$ cat config.mk
export PLATFORM = sky130hd
export DESIGN_NAME = tcdm_rr_arbiter
export DESIGN_NICKNAME = d
export VERILOG_FILES = /design/src/rtl/tcdm_rr_arbiter.sv
export SDC_FILE = /design/constraint.sdc
export NUM_CORES = 1
export LEC_CHECK = 0
export BUFFER_PORTS_ARGS = -buffer_cell sky130_fd_sc_hd__buf_2
export CELL_PAD_IN_SITES_DETAIL_PLACEMENT = 1
export CELL_PAD_IN_SITES_GLOBAL_PLACEMENT = 1
export CORE_AREA = 2 2 204 206
export CTS_CLUSTER_DIAMETER = 100
export CTS_CLUSTER_SIZE = 12
export DETAILED_ROUTE_END_ITERATION = 6
export DIE_AREA = 0 0 206 208
export PLACE_DENSITY_LB_ADDON = 0.1
export SYNTH_ARGS = -nofsm -noshare
export SYNTH_HDL_FRONTEND = slang
export SYNTH_SLANG_ARGS = --single-unit
$ cat constraint.sdc
create_clock -name clk_i -period 3.7 [get_ports clk_i]
set_input_delay 0.185 -clock clk_i [delete_from_list [all_inputs] [get_ports clk_i]]
set_output_delay 0.185 -clock clk_i [all_outputs]
set_load 0.01 [all_outputs]
$ cat src/rtl/tcdm_rr_arbiter.sv
// Round-robin arbiter sharing one TCDM target port among N_REQ masters.
// An ID FIFO remembers the grant order so each response goes back to its issuer.
module tcdm_rr_arbiter #(
    parameter int unsigned N_REQ     = 4,
    parameter int unsigned AW        = 32,
    parameter int unsigned DW        = 32,
    parameter int unsigned MAX_OUTST = 4
) (
    input  logic                      clk_i,
    input  logic                      rst_i,
    input  logic                      clear_i,
    // master side
    input  logic [N_REQ-1:0]          in_req_i,
    input  logic [N_REQ*AW-1:0]       in_add_i,
    input  logic [N_REQ-1:0]          in_wen_i,
    input  logic [N_REQ*(DW/8)-1:0]   in_be_i,
    input  logic [N_REQ*DW-1:0]       in_data_i,
    output logic [N_REQ-1:0]          in_gnt_o,
    output logic [N_REQ*DW-1:0]       in_r_data_o,
    output logic [N_REQ-1:0]          in_r_valid_o,
    // memory side
    output logic                      out_req_o,
    output logic [AW-1:0]             out_add_o,
    output logic                      out_wen_o,
    output logic [DW/8-1:0]           out_be_o,
    output logic [DW-1:0]             out_data_o,
    input  logic                      out_gnt_i,
    input  logic [DW-1:0]             out_r_data_i,
    input  logic                      out_r_valid_i,
    // status
    output logic                      busy_o,
    output logic                      err_o
);

    localparam int unsigned BW  = DW / 8;
    localparam int unsigned IDW = (N_REQ > 1) ? $clog2(N_REQ) : 1;
    localparam int unsigned PW  = (MAX_OUTST > 1) ? $clog2(MAX_OUTST) : 1;
    localparam int unsigned CW  = $clog2(MAX_OUTST + 1);

    logic [IDW-1:0] rrPtr_q, rrPtr_d;
    logic [CW-1:0]  count_q, count_d;
    logic [PW-1:0]  wrPtr_q, wrPtr_d;
    logic [PW-1:0]  rdPtr_q, rdPtr_d;
    logic [IDW-1:0] idFifo_q [MAX_OUTST];
    logic           err_q, err_d;
    logic           drop_q, drop_d;

    logic [IDW-1:0] winner;
    logic           anyReq;
    logic           full;
    logic           accept;
    logic           respHit;
    logic [IDW-1:0] headId;

    // Search starts at the round-robin pointer and wraps; the first requester wins.
    always_comb begin
        logic [IDW:0]   cand;
        logic           found;
        winner = '0;
        found  = 1'b0;
        cand   = '0;
        for (int unsigned k = 0; k < N_REQ; k++) begin
            cand = {1'b0, rrPtr_q} + (IDW+1)'(k);
            if (cand >= (IDW+1)'(N_REQ)) begin
                cand = cand - (IDW+1)'(N_REQ);
            end
            if (!found && in_req_i[cand[IDW-1:0]]) begin
                winner = cand[IDW-1:0];
                found  = 1'b1;
            end
        end
    end

    assign anyReq  = |in_req_i;
    assign full    = (count_q == CW'(MAX_OUTST));
    assign accept  = out_req_o & out_gnt_i;
    assign respHit = out_r_valid_i & (count_q != '0);
    assign headId  = idFifo_q[rdPtr_q];

    assign out_req_o = anyReq & ~full;

    always_comb begin
        out_add_o  = '0;
        out_wen_o  = 1'b0;
        out_be_o   = '0;
        out_data_o = '0;
        if (anyReq) begin
            out_add_o  = in_add_i[winner*AW +: AW];
            out_wen_o  = in_wen_i[winner];
            out_be_o   = in_be_i[winner*BW +: BW];
            out_data_o = in_data_i[winner*DW +: DW];
        end
    end

    always_comb begin
        in_gnt_o     = '0;
        in_r_valid_o = '0;
        if (accept) begin
            in_gnt_o[winner] = 1'b1;
        end
        if (respHit) begin
            in_r_valid_o[headId] = 1'b1;
        end
    end

    assign in_r_data_o = {N_REQ{out_r_data_i}};

    // A response arriving with nothing outstanding is an error, except in the
    // cycle right after reset/clear where a pre-reset response may still land.
    always_comb begin
        rrPtr_d = rrPtr_q;
        wrPtr_d = wrPtr_q;
        rdPtr_d = rdPtr_q;
        err_d   = err_q;
        drop_d  = 1'b0;
        count_d = count_q + CW'(accept) - CW'(respHit);
        if (accept) begin
            wrPtr_d = wrPtr_q + PW'(1);
            rrPtr_d = (winner == IDW'(N_REQ - 1)) ? '0 : winner + IDW'(1);
        end
        if (respHit) begin
            rdPtr_d = rdPtr_q + PW'(1);
        end
        if (out_r_valid_i && (count_q == '0) && !drop_q) begin
            err_d = 1'b1;
        end
    end

    always_ff @(posedge clk_i) begin
        if (rst_i || clear_i) begin
            rrPtr_q <= '0;
            count_q <= '0;
            wrPtr_q <= '0;
            rdPtr_q <= '0;
            err_q   <= 1'b0;
            drop_q  <= 1'b1;
        end else begin
            rrPtr_q <= rrPtr_d;
            count_q <= count_d;
            wrPtr_q <= wrPtr_d;
            rdPtr_q <= rdPtr_d;
            err_q   <= err_d;
            drop_q  <= drop_d;
            if (accept) begin
                idFifo_q[wrPtr_q] <= winner;
            end
        end
    end

    assign busy_o = (count_q != '0);
    assign err_o  = err_q;

endmodule

* Word-level counts from Yosys, hierarchy flattened
Memory sizes are Yosys's and may differ from the RTL's. A register that Yosys moved wholly into a read port is not among the register bits.
Index checks and enable logic that the tools add are counted.
** Word-level totals
- Flip-flop bits (word level) :: 11
- Bits in latches :: 0
- RAM bits :: 8
- Bits in read-only memories :: 0
- Output and inout bits :: 208
- Memories :: 1
** Memories
- idFifo_q :: words 4, width 2, rd ports 1, clocked after memory_dff 1, wr ports 1, RTL line 44 : logic [IDW-1:0] idFifo_q [MAX_OUTST];
** Cells by class
- $add $sub $neg :: 12
- Multiply operators :: 0
- Div/mod/pow operators :: 0
- Order comparisons :: 12
- Eq/ne operators :: 2
- Shift operators :: 3
- Muxes and demuxes :: 38
- Bitwise logic cells :: 4
- Reduce and logical (&&, ||, !) cells :: 15
** Operators by type and width (number)
- $shiftx 128x8->32 :: 2
- $mux 32 :: 2
- $mux 2 :: 11
- $lt 2x3->1 const B :: 6
- $shiftx 16x5->4 :: 1
- $mux 1 :: 15
- $mux 4 :: 3
- $bmux 1 s2 :: 5
- $ge 3x3->1 const B :: 3
- $sub 2x1->2 const B :: 4
- $logic_and 1x1->1 :: 7
- $add 2x1->2 const B :: 3
- $add 2x2->3 const B :: 2
- $demux 1 s2 :: 2
- $ge 2x1->1 const B :: 2
- $logic_not 1->1 :: 4
- $reduce_or 4->1 :: 1
- $add 2x1->3 const B :: 1
- $add 3x1->3 :: 1
- $and 1x1->1 :: 3
- $eq 3x3->1 const B :: 1
- $ge 2x3->1 const B :: 1
- $logic_not 3->1 :: 1
- $reduce_bool 3->1 :: 1
- other kinds (4) :: 4

* Logic depth before layout (Yosys ltp)
Gate-level depths: netlist of the first run.
- Depth in word-level cells :: 19
- Gate-level depth with buffers :: 13

* Least setup slack after synthesis of the first run
OpenSTA, ideal clock, no wires.
- Path type :: flip-flop to flip-flop
- Start point :: register count_q[1]
- End point :: register count_q[2]
- Setup time :: 0.116 ns
- Data arrival time :: 2.314 ns
- Data required time :: 3.584 ns
- Slack :: 1.269 ns
- Cell stages (with the launch flop) :: 14
- Path buffers :: 1
- Path through :: dfxtp_1 > nor2_1 > a22oi_2 > and2_1 > buf_2 > inv_1 > ha_1 > inv_1 > ha_1 > inv_1 > fa_1 > xor2_1 > xnor2_1 > nor2_1
** On the way
- Longest elaborated chain between the ends :: 6
- Elaborated cells between the ends (all ways) :: 8
** RTL lines
- from (decl) :: RTL line 41 : logic [CW-1:0] count_q, count_d;
- from (signal assigned) :: RTL line 139 : count_q <= count_d;
- $eq 3x3->1 :: RTL line 75 : assign full = (count_q == CW'(MAX_OUTST));
- $not 1->1 :: RTL line 80 : assign out_req_o = anyReq & ~full;
- $and 1x1->1 :: RTL line 80
- named net out_req_o :: RTL line 22 : output logic out_req_o,
- $and 1x1->1 :: RTL line 76 : assign accept = out_req_o & out_gnt_i;
- $add 3x1->3 :: RTL line 116 : count_d = count_q + CW'(accept) - CW'(respHit);
- $sub 3x1->3 :: RTL line 116
The timed path passes the listed nets, and every way through them passes these cells.
A chain may end at the register's enable or synchronous reset.

* Worst setup path in the final report of the first run
- Start point :: register count_q[1]
- End point :: register count_q[2]
** On the way
- Longest elaborated chain between the ends :: 6
- Elaborated cells between the ends (all ways) :: 8
** RTL lines (RTL line)
- $eq 3x3->1 :: 75
- $not 1->1 :: 80
- $and 1x1->1 :: 80
- $and 1x1->1 :: 76
- $add 3x1->3 :: 116
- $sub 3x1->3 (*) :: 116
Mark *: on every way between the ends. The rest lies on a longest branch, timed or not.

==> flow_metrics.env, run 1 <==
export IMPL_route_antenna_remaining_nets=0
export IMPL_grt_pass1_wl_mm=29.2
export IMPL_hpwlAfterDp_mm=18.0
export IMPL_clk_pin_slew_ns=0.06
export IMPL_wl_met3_mm=1.53
export IMPL_final_nets=1011
export IMPL_area_growth_pct=31.3
export IMPL_cts_hold_buf=0
export IMPL_ys_top_cells_by_area="mux2i_1, buf_4, o22ai_1"
export IMPL_path_buf_inv=3
export IMPL_placementRows=74
export IMPL_vdd_drop_max_v=0.000140
export IMPL_grt_max_degree=83
export IMPL_worstSetupPathType="reg -> reg"
export IMPL_layout_min_cycle_time_ns=2.66
export IMPL_synth_edff_count=8
export IMPL_path_cells="nor2_1 > a22oi_2 > and2_1 > inv_1 > ha_1 > inv_1 > ha_1 > inv_1 > fa_1 > xor2_1 > xnor2_1 > nor2_1"
export IMPL_r2r_slack_ns=1.04
export IMPL_period_share_pct=71.9
export IMPL_max_stage_delay_ns=0.40
export IMPL_p_per_area_nw_per_um2=238
export IMPL_netlist_area_um2=4280
export IMPL_gp_congestion=0.686
export IMPL_synth_main_ff_cell="dfxtp_1"
export IMPL_drt_iter0_drc=105
export IMPL_cp_common_cell="inv_1"
export IMPL_dr_total_vias=4126
export IMPL_max_cap_viol_count=0
export IMPL_top_layer_used="met5"
export IMPL_root_buffer="clkbuf_16"
export IMPL_drt_wl_total_mm=21.1
export IMPL_antenna_cells=0
export IMPL_tns_ns=0
export IMPL_synth_cell_type_count=36
export IMPL_post_drt_via_cell_ratio=3.40
export IMPL_cts_sinks=21
export IMPL_grt_ovfl_total=0
export IMPL_setup_viol=0
export IMPL_netlist_instances=467
export IMPL_drt_wirelength_per_cell_um=17.3
export IMPL_critPathCaptureType="flip-flop"
export IMPL_startpoint="count_q[1]"
export IMPL_wl_met1_mm=7.76
export IMPL_finalPower_mw=1.34
export IMPL_clock_skew_ns=0.00579
export IMPL_track_usage_pct=9.03
export IMPL_cts_buffer_depth=2
export IMPL_status="complete, no violations"
export IMPL_synth_async_sr_flop_share_pct=0
export IMPL_place_port_buffers=364
export IMPL_cts_tree="yes"
export IMPL_cp_max_fo=10
export IMPL_seq_area_frac_synth_pct=11.7
export IMPL_finish_utilization_pct=13.9
export IMPL_initial_utilization_pct=10.6
export IMPL_dieArea_um2=42800
export IMPL_die_x_um=206
export IMPL_ctsHtreeMaxLevel=1
export IMPL_remaining_drc_errors=0
export IMPL_cp_num_cells=12
export IMPL_die_h_um=208
export IMPL_min_path_type="in -> reg"
export IMPL_synth_top_area_share_pct=32.7
export IMPL_crit_family="adder cells"
export IMPL_slew_headroom_pct=55.4
export IMPL_ys_ff_latch=21
export IMPL_worstMarginPinSlew_ns=0.669
export IMPL_first_pass_iters=4
export IMPL_finalMaxSlewViolations=0
export IMPL_cts_resized=0
export IMPL_r2r_start="count_q[1]"
export IMPL_regToRegEndpoint="count_q[2]"
export IMPL_netlist_top_cell_by_area="mux2i_1"
export IMPL_numCtsBuffers=3
export IMPL_final_layout_size_suffix_gt1_share_pct=58.1
export IMPL_critPathSlowestCell="dfxtp_1"
export IMPL_reg2reg_depth=12
export IMPL_yosysWarnings=0
export IMPL_crit_path_start_kind="flip-flop"
export IMPL_required_ns=3.84
export IMPL_ys_top_cells_by_count="mux2i_1, buf_4, o22ai_1"
export IMPL_core_area_um2=40600
export IMPL_post_cts_setup_buffer_count=0
export IMPL_leakagePower_nw=2.64
export IMPL_critPathCapture="count_q[2]"
export IMPL_rsz0062_at_grt="no"
export IMPL_grt_pass1_vias=4349
export IMPL_wl_met2_mm=11.8
export IMPL_avgSynthCellArea_um2=9.17
export IMPL_syn_nets=795
export IMPL_cp_arrival_ns=2.80
export IMPL_fmax_mhz=376
export IMPL_hold_viol_final=0
export IMPL_insertion_delay_ns=0.26
export IMPL_ios=525
export IMPL_antenna_found_initial=1
export IMPL_yosysMostFrequentCell="mux2i_1"
==> state kept, by name (all words and copies together) (netlist names), named ones only <==
signal,cells
count_q,3
drop_q,1
err_o,1
idFifo_q,8
rdPtr_q,2
rrPtr_q,2
wrPtr_q,2
==> layout by cell type, fill, tap and decap left out <==
cell and n:
xor2_1 2, or2_2 1, a2bb2oi_4 1, a21oi_1 2, and2_1 3, buf_4 3
fa_1 1, a22oi_2 1, dfxtp_1 13, clkinvlp_4 1, ha_1 10, o21a_1 1
buf_12 3, nor2b_4 1, clkbuf_16 3, xnor2_1 3, nor2_1 17, nor2b_1 1
nor3b_1 2, nor2_2 2, a211oi_1 1, mux2i_1 140, nor2b_2 1, nor3_1 1
o22ai_1 59, edfxtp_1 8, and3_1 9, o22ai_2 10, inv_2 2, or3_1 1
mux4_2 2, nand2_1 5, inv_1 7, buf_2 364, nor2_4 1
==> worst min-delay path: stages <==
cell	delay, ns
buf_2	0.07
nor2_1	0.11
o21a_1	0.13
==> layer usage <==
metal / up-vias / track usage, %
li1: 1995 / -
met4: 2 / 0.0739
met2: 241 / 18.2
met1: 1886 / 9.79
met3: 2 / 2.26
met5: - / 0
==> kinds of logic (layout without fill, tap and decap cells) <==
kind of cell    Yosys count  in the layout  share of synthesized area [%]
flops                    21             21                           11.7
compound gates           75             75                           13.0
xor+xnor                  5              5                           1.02
buf+inv                 168            383                           31.6
fa+ha+maj                11             11                           3.39
mux                     142            142                           33.8
simple gates             45             45                           5.55
==> per-stage QoR <==
| stage | hold WS (ns) | instance area (um2) | worst slack (ns) | instances |
|---|---|---|---|---|
| 3_3_place_gp | 0.370 | 5540 | 0.965 | 1210 |
| 5_1_grt | 0.324 | 5620 | 0.844 | 1214 |
| 2_1_floorplan | 0.397 | 4280 | 1.27 | 467 |
| 3_5_place_dp | 0.370 | 5540 | 0.989 | 1210 |
| 4_1_cts | 0.306 | 5620 | 0.984 | 1214 |
| 6_report | 0.289 | 5620 | 1.04 | 1214 |
==> area by class of cell <==
cell class | count | area, um2
multi-input combinational | 278 | 2440
clock inverter | 1 | 7.51
clock buffer | 3 | 75.1
timing repair buffer | 370 | 1900
inverter | 9 | 33.8
fill | 4916 | 34900
tap | 532 | 666
sequential | 21 | 500
==> where the power goes <==
part           switching [mW]  internal (mW)
clock network          0.0903          0.146
registers             0.00658          0.248
logic                   0.454          0.391
total                   0.551          0.786
==> worst min path at each step <==
stage                     cells after the start       startpoint  slack (ns)             end
after floorplan                               2            rst_i        0.40           err_o
after global placement                        0  out_r_data_i[4]        0.37  in_r_data_o[4]
after detailed placement                      0  out_r_data_i[4]        0.37  in_r_data_o[4]
after CTS                                     3            rst_i        0.31           err_o
after global routing                          3            rst_i        0.32           err_o
final                                         3            rst_i        0.29           err_o
Note: power is estimated with default switching activity, not from simulation.
==> run 2, diff against run 1 <==
- CORE_AREA: 2 2 204 206 -> 2 2 201 203
- DIE_AREA: 0 0 206 208 -> 0 0 203 205
- clock period: 3.7 -> 2.7 ns (I/O delays scaled with it)
==> flow_metrics.env, run 2 (same netlist as run 1, synthesis figures left out) <==
export IMPL_place_area_um2=5660
export IMPL_core_area_um2=39400
export IMPL_cts_resized=0
export IMPL_post_cts_setup_buffer_count=0
export IMPL_dp_slack_ns=0.320
export IMPL_grt_pass1_vias=4674
export IMPL_cts_sinks=21
export IMPL_worstMarginPinSlew_ns=0.478
export IMPL_tns_ns=0
export IMPL_period_share_pct=92.9
export IMPL_leakagePower_nw=2.72
export IMPL_cts_tree="yes"
export IMPL_dieArea_um2=41600
export IMPL_hpwlAfterDp_mm=20.6
export IMPL_die_x_um=203
export IMPL_numCtsBuffers=3
export IMPL_ctsHtreeMaxLevel=1
export IMPL_drt_iter0_drc=141
export IMPL_root_buffer="clkbuf_16"
export IMPL_nFillCells=4764
export IMPL_critPathCaptureType="output port"
export IMPL_worstSetupPathType="reg -> out"
export IMPL_layout_commonest_cell="buf_2"
export IMPL_die_h_um=205
export IMPL_register_area_um2=500
export IMPL_route_antenna_remaining_nets=0
export IMPL_insertion_delay_ns=0.26
export IMPL_final_cell_area_um2=5750
export IMPL_clk_pin_slew_ns=0.06
export IMPL_status="complete, no violations"
export IMPL_ios=525
export IMPL_antenna_found_initial=1
export IMPL_fmax_mhz=399
export IMPL_drt_wl_total_mm=23.4
export IMPL_max_cap_viol_count=0
export IMPL_multi_input_area_um2=2440
export IMPL_place_port_buffers=364
export IMPL_min_path_type="in -> reg"
export IMPL_wl_met2_mm=12.8
export IMPL_top_regs="idFifo_q x8, count_q x3"
export IMPL_layout_min_cycle_time_ns=2.51
export IMPL_post_drt_via_cell_ratio=3.43
export IMPL_dr_total_vias=4175
export IMPL_top_layer_used="met4"
export IMPL_drt_wirelength_per_cell_um=19.2
export IMPL_largest_register="idFifo_q"
export IMPL_initial_utilization_pct=10.9
export IMPL_slew_headroom_pct=67.3
export IMPL_cts_buffer_depth=2
export IMPL_grt_max_degree=44
export IMPL_wl_met3_mm=2.16
export IMPL_setup_viol=0
export IMPL_gp_congestion=0.693
export IMPL_hold_viol_final=0
export IMPL_finalPower_mw=1.89
export IMPL_layout_common_cells="buf_2, mux2i_1, o22ai_1, nor2_1, dfxtp_1"
export IMPL_area_growth_pct=34.2
export IMPL_clock_skew_ns=0.00402
export IMPL_track_usage_pct=10.5
export IMPL_rsz0062_at_grt="no"
export IMPL_grt_pass1_wl_mm=32.2
export IMPL_setup_slack_ns=0.193
export IMPL_wl_met1_mm=8.33
export IMPL_antenna_cells=0
export IMPL_cp_arrival_ns=2.37
export IMPL_final_nets=1022
export IMPL_p_per_area_nw_per_um2=329
export IMPL_vdd_drop_max_v=0.000145
export IMPL_final_layout_size_suffix_gt1_share_pct=58.7
export IMPL_finalMaxSlewViolations=0
export IMPL_required_ns=2.57
export IMPL_cp_max_fo=36
export IMPL_crit_path_start_kind="flip-flop"
export IMPL_grt_ovfl_total=0
export IMPL_remaining_drc_errors=0
export IMPL_largest_reg_flops=8
export IMPL_cts_hold_buf=0
export IMPL_placementRows=73
export IMPL_first_pass_iters=4
==> run 2: cell types whose count changed in the layout (fill, tap and decap cells not counted), sizes merged <==
cell | before | now
buf | 370 | 381
==> run 2: path summary, 6_finish.rpt <==
| check | startpoint | to | slack [ns] | cells after the start |
|---|---|---|---|---|
| max | rrPtr_q[0] | out_data_o[0] | 0.19 | 8 |
| min | rst_i | err_o | 0.24 | 3 |
| max reg2reg | count_q[2] | count_q[2] | 0.34 | 10 |
| min reg2reg | err_o | err_o | 0.46 | 1 |
==> run 2: layer usage <==
layer  GRT usage [%]  vias to the layer above
li1                -                     2015
met1            11.1                     1884
met2            20.5                      268
met3            3.96                        8
met4           0.547                        0
met5               0                        -
==> run 2: worst max-delay path, stage by stage, from the launching register on <==
cell and delay (ns):
dfxtp_1 0.40, nor2b_4 0.06, nor2_2 0.13, a2bb2oi_4 0.22, buf_12 0.17, buf_12 0.24
mux2i_1 0.49, o22ai_1 0.17, buf_2 0.18
==> run 2: per-stage QoR <==
step           instances  util (%)  hold WS, ns
2_1_floorplan        467         -        0.347
6_report            1218      14.6        0.237
3_5_place_dp        1214      14.4        0.270
5_1_grt             1218      14.6        0.270
3_3_place_gp        1214      14.4        0.270
4_1_cts             1218      14.6        0.238
==> run 2: cell type report <==
cell class                      count  area share, %
Timing Repair Buffer              381           35.4
Clock inverter                      1          0.131
Multi-Input combinational cell    278           42.4
Clock buffer                        3           1.31
Sequential cell                    21           8.71
Tap cell                          525           11.4
Inverter                            9          0.588
==> run 2: power by group <==
| group | internal (mW) | leakage (nW) | switching [mW] |
|---|---|---|---|
| registers | 0.340 | 0.179 | 0.00915 |
| logic | 0.569 | 2.50 | 0.649 |
| clock network | 0.201 | 0.0371 | 0.121 |
| total | 1.11 | 2.72 | 0.779 |
==> run 3, diff against run 2 <==
- ABC_AREA: not set -> 1
- CORE_AREA: 2 2 201 203 -> 2 2 202 204
- DIE_AREA: 0 0 203 205 -> 0 0 204 206
==> flow_metrics.env, run 3 <==
export IMPL_avgSynthCellArea_um2=5.24
export IMPL_final_layout_size_suffix_gt1_share_pct=37.1
export IMPL_ys_ff_latch=21
export IMPL_clk_pin_slew_ns=0.06
export IMPL_period_share_pct=95.2
export IMPL_yosysMostFrequentCell="nand2_1"
export IMPL_syn_nets=1308
export IMPL_root_buffer="clkbuf_16"
export IMPL_first_pass_iters=4
export IMPL_vdd_drop_max_v=0.000191
export IMPL_synth_async_sr_flop_share_pct=0
export IMPL_cts_tree="yes"
export IMPL_hold_path_depth=5
export IMPL_post_drt_via_cell_ratio=4.01
export IMPL_synth_main_ff_cell="dfxtp_1"
export IMPL_layout_min_cycle_time_ns=2.57
export IMPL_hold_viol_final=0
export IMPL_setup_viol=0
export IMPL_synthMuxAreaShare_pct=0
export IMPL_clock_skew_ns=0.00230
export IMPL_remaining_drc_errors=0
export IMPL_drt_wirelength_per_cell_um=18.9
export IMPL_grt_max_degree=84
export IMPL_numCtsBuffers=3
export IMPL_crit_family="simple AND/OR/NAND/NOR gates"
export IMPL_antenna_found_initial=10
export IMPL_cp_common_cell="nand2_1"
export IMPL_layout_common_cells="buf_2, nand2_1, nand3_1, nor2_1, inv_1"
export IMPL_route_antenna_remaining_nets=0
export IMPL_leakagePower_nw=4.20
export IMPL_drt_wl_total_mm=32.8
export IMPL_area_growth_pct=43.0
export IMPL_dp_cells=1694
export IMPL_insertion_delay_ns=0.25
export IMPL_top_regs="idFifo_q x8, count_q x3"
export IMPL_cp_max_fo=13
export IMPL_synth_edff_count=8
export IMPL_synth_top_area_share_pct=23.4
export IMPL_max_cap_viol_count=0
export IMPL_min_path_type="in -> reg"
export IMPL_dr_total_vias=6972
export IMPL_worstMarginPinSlew_ns=1.00
export IMPL_place_port_buffers=364
export IMPL_track_usage_pct=12.4
export IMPL_die_h_um=206
export IMPL_drt_iter0_drc=249
export IMPL_regToRegEndpoint="rrPtr_q[1]"
export IMPL_cts_sinks=21
export IMPL_placementRows=74
export IMPL_final_nets=1530
export IMPL_synth_fa_ha_area_share_pct=2.83
export IMPL_hpwlAfterDp_mm=21.5
export IMPL_yosysWarnings=0
export IMPL_ctsHtreeMaxLevel=1
export IMPL_hold_end="err_o"
export IMPL_cts_buffer_depth=2
export IMPL_dieArea_um2=42000
export IMPL_ys_top_cells_by_count="nand2_1, nand3_1, nor2_1"
export IMPL_slew_headroom_pct=33.3
export IMPL_worstHoldStart="out_r_valid_i"
export IMPL_die_x_um=204
export IMPL_p_per_area_nw_per_um2=480
export IMPL_finalMaxSlewViolations=0
export IMPL_nFillCells=5209
export IMPL_synth_xor_area_share_pct=0.171
export IMPL_netlist_instances=980
export IMPL_max_stage_delay_ns=0.39
export IMPL_seq_area_frac_synth_pct=9.75
export IMPL_path_cells="buf_6 > nand2_1 > and2_4 > a21oi_2 > buf_4 > nand4_4 > buf_6 > nand2_8 > clkbuf_16 > nand2_1 > nand3_1 > nand2_1 > nor2_1 > buf_2"
export IMPL_ios=525
export IMPL_initial_utilization_pct=12.8
export IMPL_r2r_start="rrPtr_q[0]"
export IMPL_critPathCaptureType="output port"
export IMPL_gp_congestion=0.795
export IMPL_crit_path_start_kind="flip-flop"
export IMPL_fmax_mhz=389
export IMPL_synth_top_family_by_area="simple AND/OR/NAND/NOR gates"
export IMPL_largest_reg_flops=8
export IMPL_netlist_top_cell_by_area="nand2_1"
export IMPL_core_area_um2=40200
export IMPL_synth_cell_type_count=27
export IMPL_path_buf_inv=5
export IMPL_synth_simple_area_share_pct=56.8
export IMPL_grt_pass1_vias=6952
export IMPL_critPathSlowestCell="dfxtp_4"
export IMPL_cp_arrival_ns=2.43
export IMPL_grt_ovfl_total=0
export IMPL_ys_top_cells_by_area="nand2_1, buf_4, nand3_1"
export IMPL_reg2reg_depth=13
export IMPL_required_ns=2.57
export IMPL_largest_register="idFifo_q"
export IMPL_worstSetupPathType="reg -> out"
export IMPL_place_area_um2=6540
export IMPL_synth_compound_area_share_pct=2.00
export IMPL_netlist_area_um2=5130
export IMPL_finalNonFillerCells=1738
export IMPL_status="complete, no violations"
export IMPL_final_cell_area_um2=7340
export IMPL_r2r_slack_ns=0.37
export IMPL_layout_commonest_cell="buf_2"
export IMPL_grt_pass1_wl_mm=41.1
[run 3: layout make-up]
class / count / area, um2 / share of cell area (%)
Multi-Input combinational cell: 731 / 3290 / 44.8
Timing Repair Buffer: 413 / 2670 / 36.3
Tap cell: 532 / 666 / 9.07
Sequential cell: 21 / 505 / 6.89
Inverter: 32 / 123 / 1.67
Clock buffer: 3 / 75.1 / 1.02
Antenna cell: 5 / 12.5 / 0.170
Clock inverter: 1 / 5.00 / 0.0682
[run 3: logic make-up (layout without fill, tap and decap cells)]
kind of cell    after synthesis  in the layout
simple gates                699            700
buf+inv                     229            449
flops                        21             21
compound gates               19             19
fa+ha+maj                    11             11
xor+xnor                      1              1
other cells                   0              5
[run 3: metal layers]
metal | vias up | track usage [%] | routed length, um
li1 | 3433 | - | -
met1 | 3208 | 14.5 | 13600
met2 | 279 | 22.6 | 16100
met3 | 38 | 4.46 | 2770
met4 | 14 | 0.906 | 208
met5 | - | 0 | 98
[run 3: worst max path at each step]
| stage | startpoint | endpoint | depth (start not counted) |
|---|---|---|---|
| after detailed placement | rrPtr_q[0] | out_data_o[3] | 14 |
| after floorplan | count_q[1] | count_q[2] | 14 |
| final | rrPtr_q[0] | out_data_o[5] | 14 |
| after global placement | rrPtr_q[0] | out_data_o[4] | 14 |
| after CTS | rrPtr_q[1] | out_data_o[22] | 14 |
| after global routing | rrPtr_q[0] | out_add_o[18] | 15 |
[run 3: power breakdown]
group          internal (mW)  total [mW]  switching (mW)
clock network          0.199       0.310           0.112
logic                   1.19        2.86            1.67
registers              0.345       0.356          0.0105
[run 3: worst register-to-register path, delay by kind of cell, from the launching register on]
| kind | cells | cell delay (ns) |
|---|---|---|
| AOI/OAI and AO/OA | 3 | 0.37 |
| and+or+nand+nor | 5 | 0.61 |
| buffers and inverters | 4 | 0.56 |
| adders and majority gates | 1 | 0.30 |
| DFF | 1 | 0.37 |
[run 3: per-stage QoR]
| step | util [%] | setup slack [ns] | TNS [ns] | power [mW] | hold slack [ns] |
|---|---|---|---|---|---|
| final | 18.3 | 0.131 | 0 | 3.52 | 0.236 |
| after global routing | 18.2 | -0.0180 | -0.155 | 3.90 | 0.263 |
| after CTS | 16.5 | 0.0107 | 0 | 3.08 | 0.235 |
| after detailed placement | 16.3 | 0.212 | 0 | 2.75 | 0.270 |
| after global placement | 16.3 | 0.196 | 0 | 2.76 | 0.270 |
| after floorplan | - | 0.444 | 0 | 1.95 | 0.340 |
[run 3: timing repair]
item	4_1_cts	5_1_grt
resized for setup	1	42
hold buffers	0	0
pin swaps	0	10
gates cloned	0	19
buffers inserted	0	16
endpoints found under the hold margin	0	0
endpoints found under the setup margin	8	73
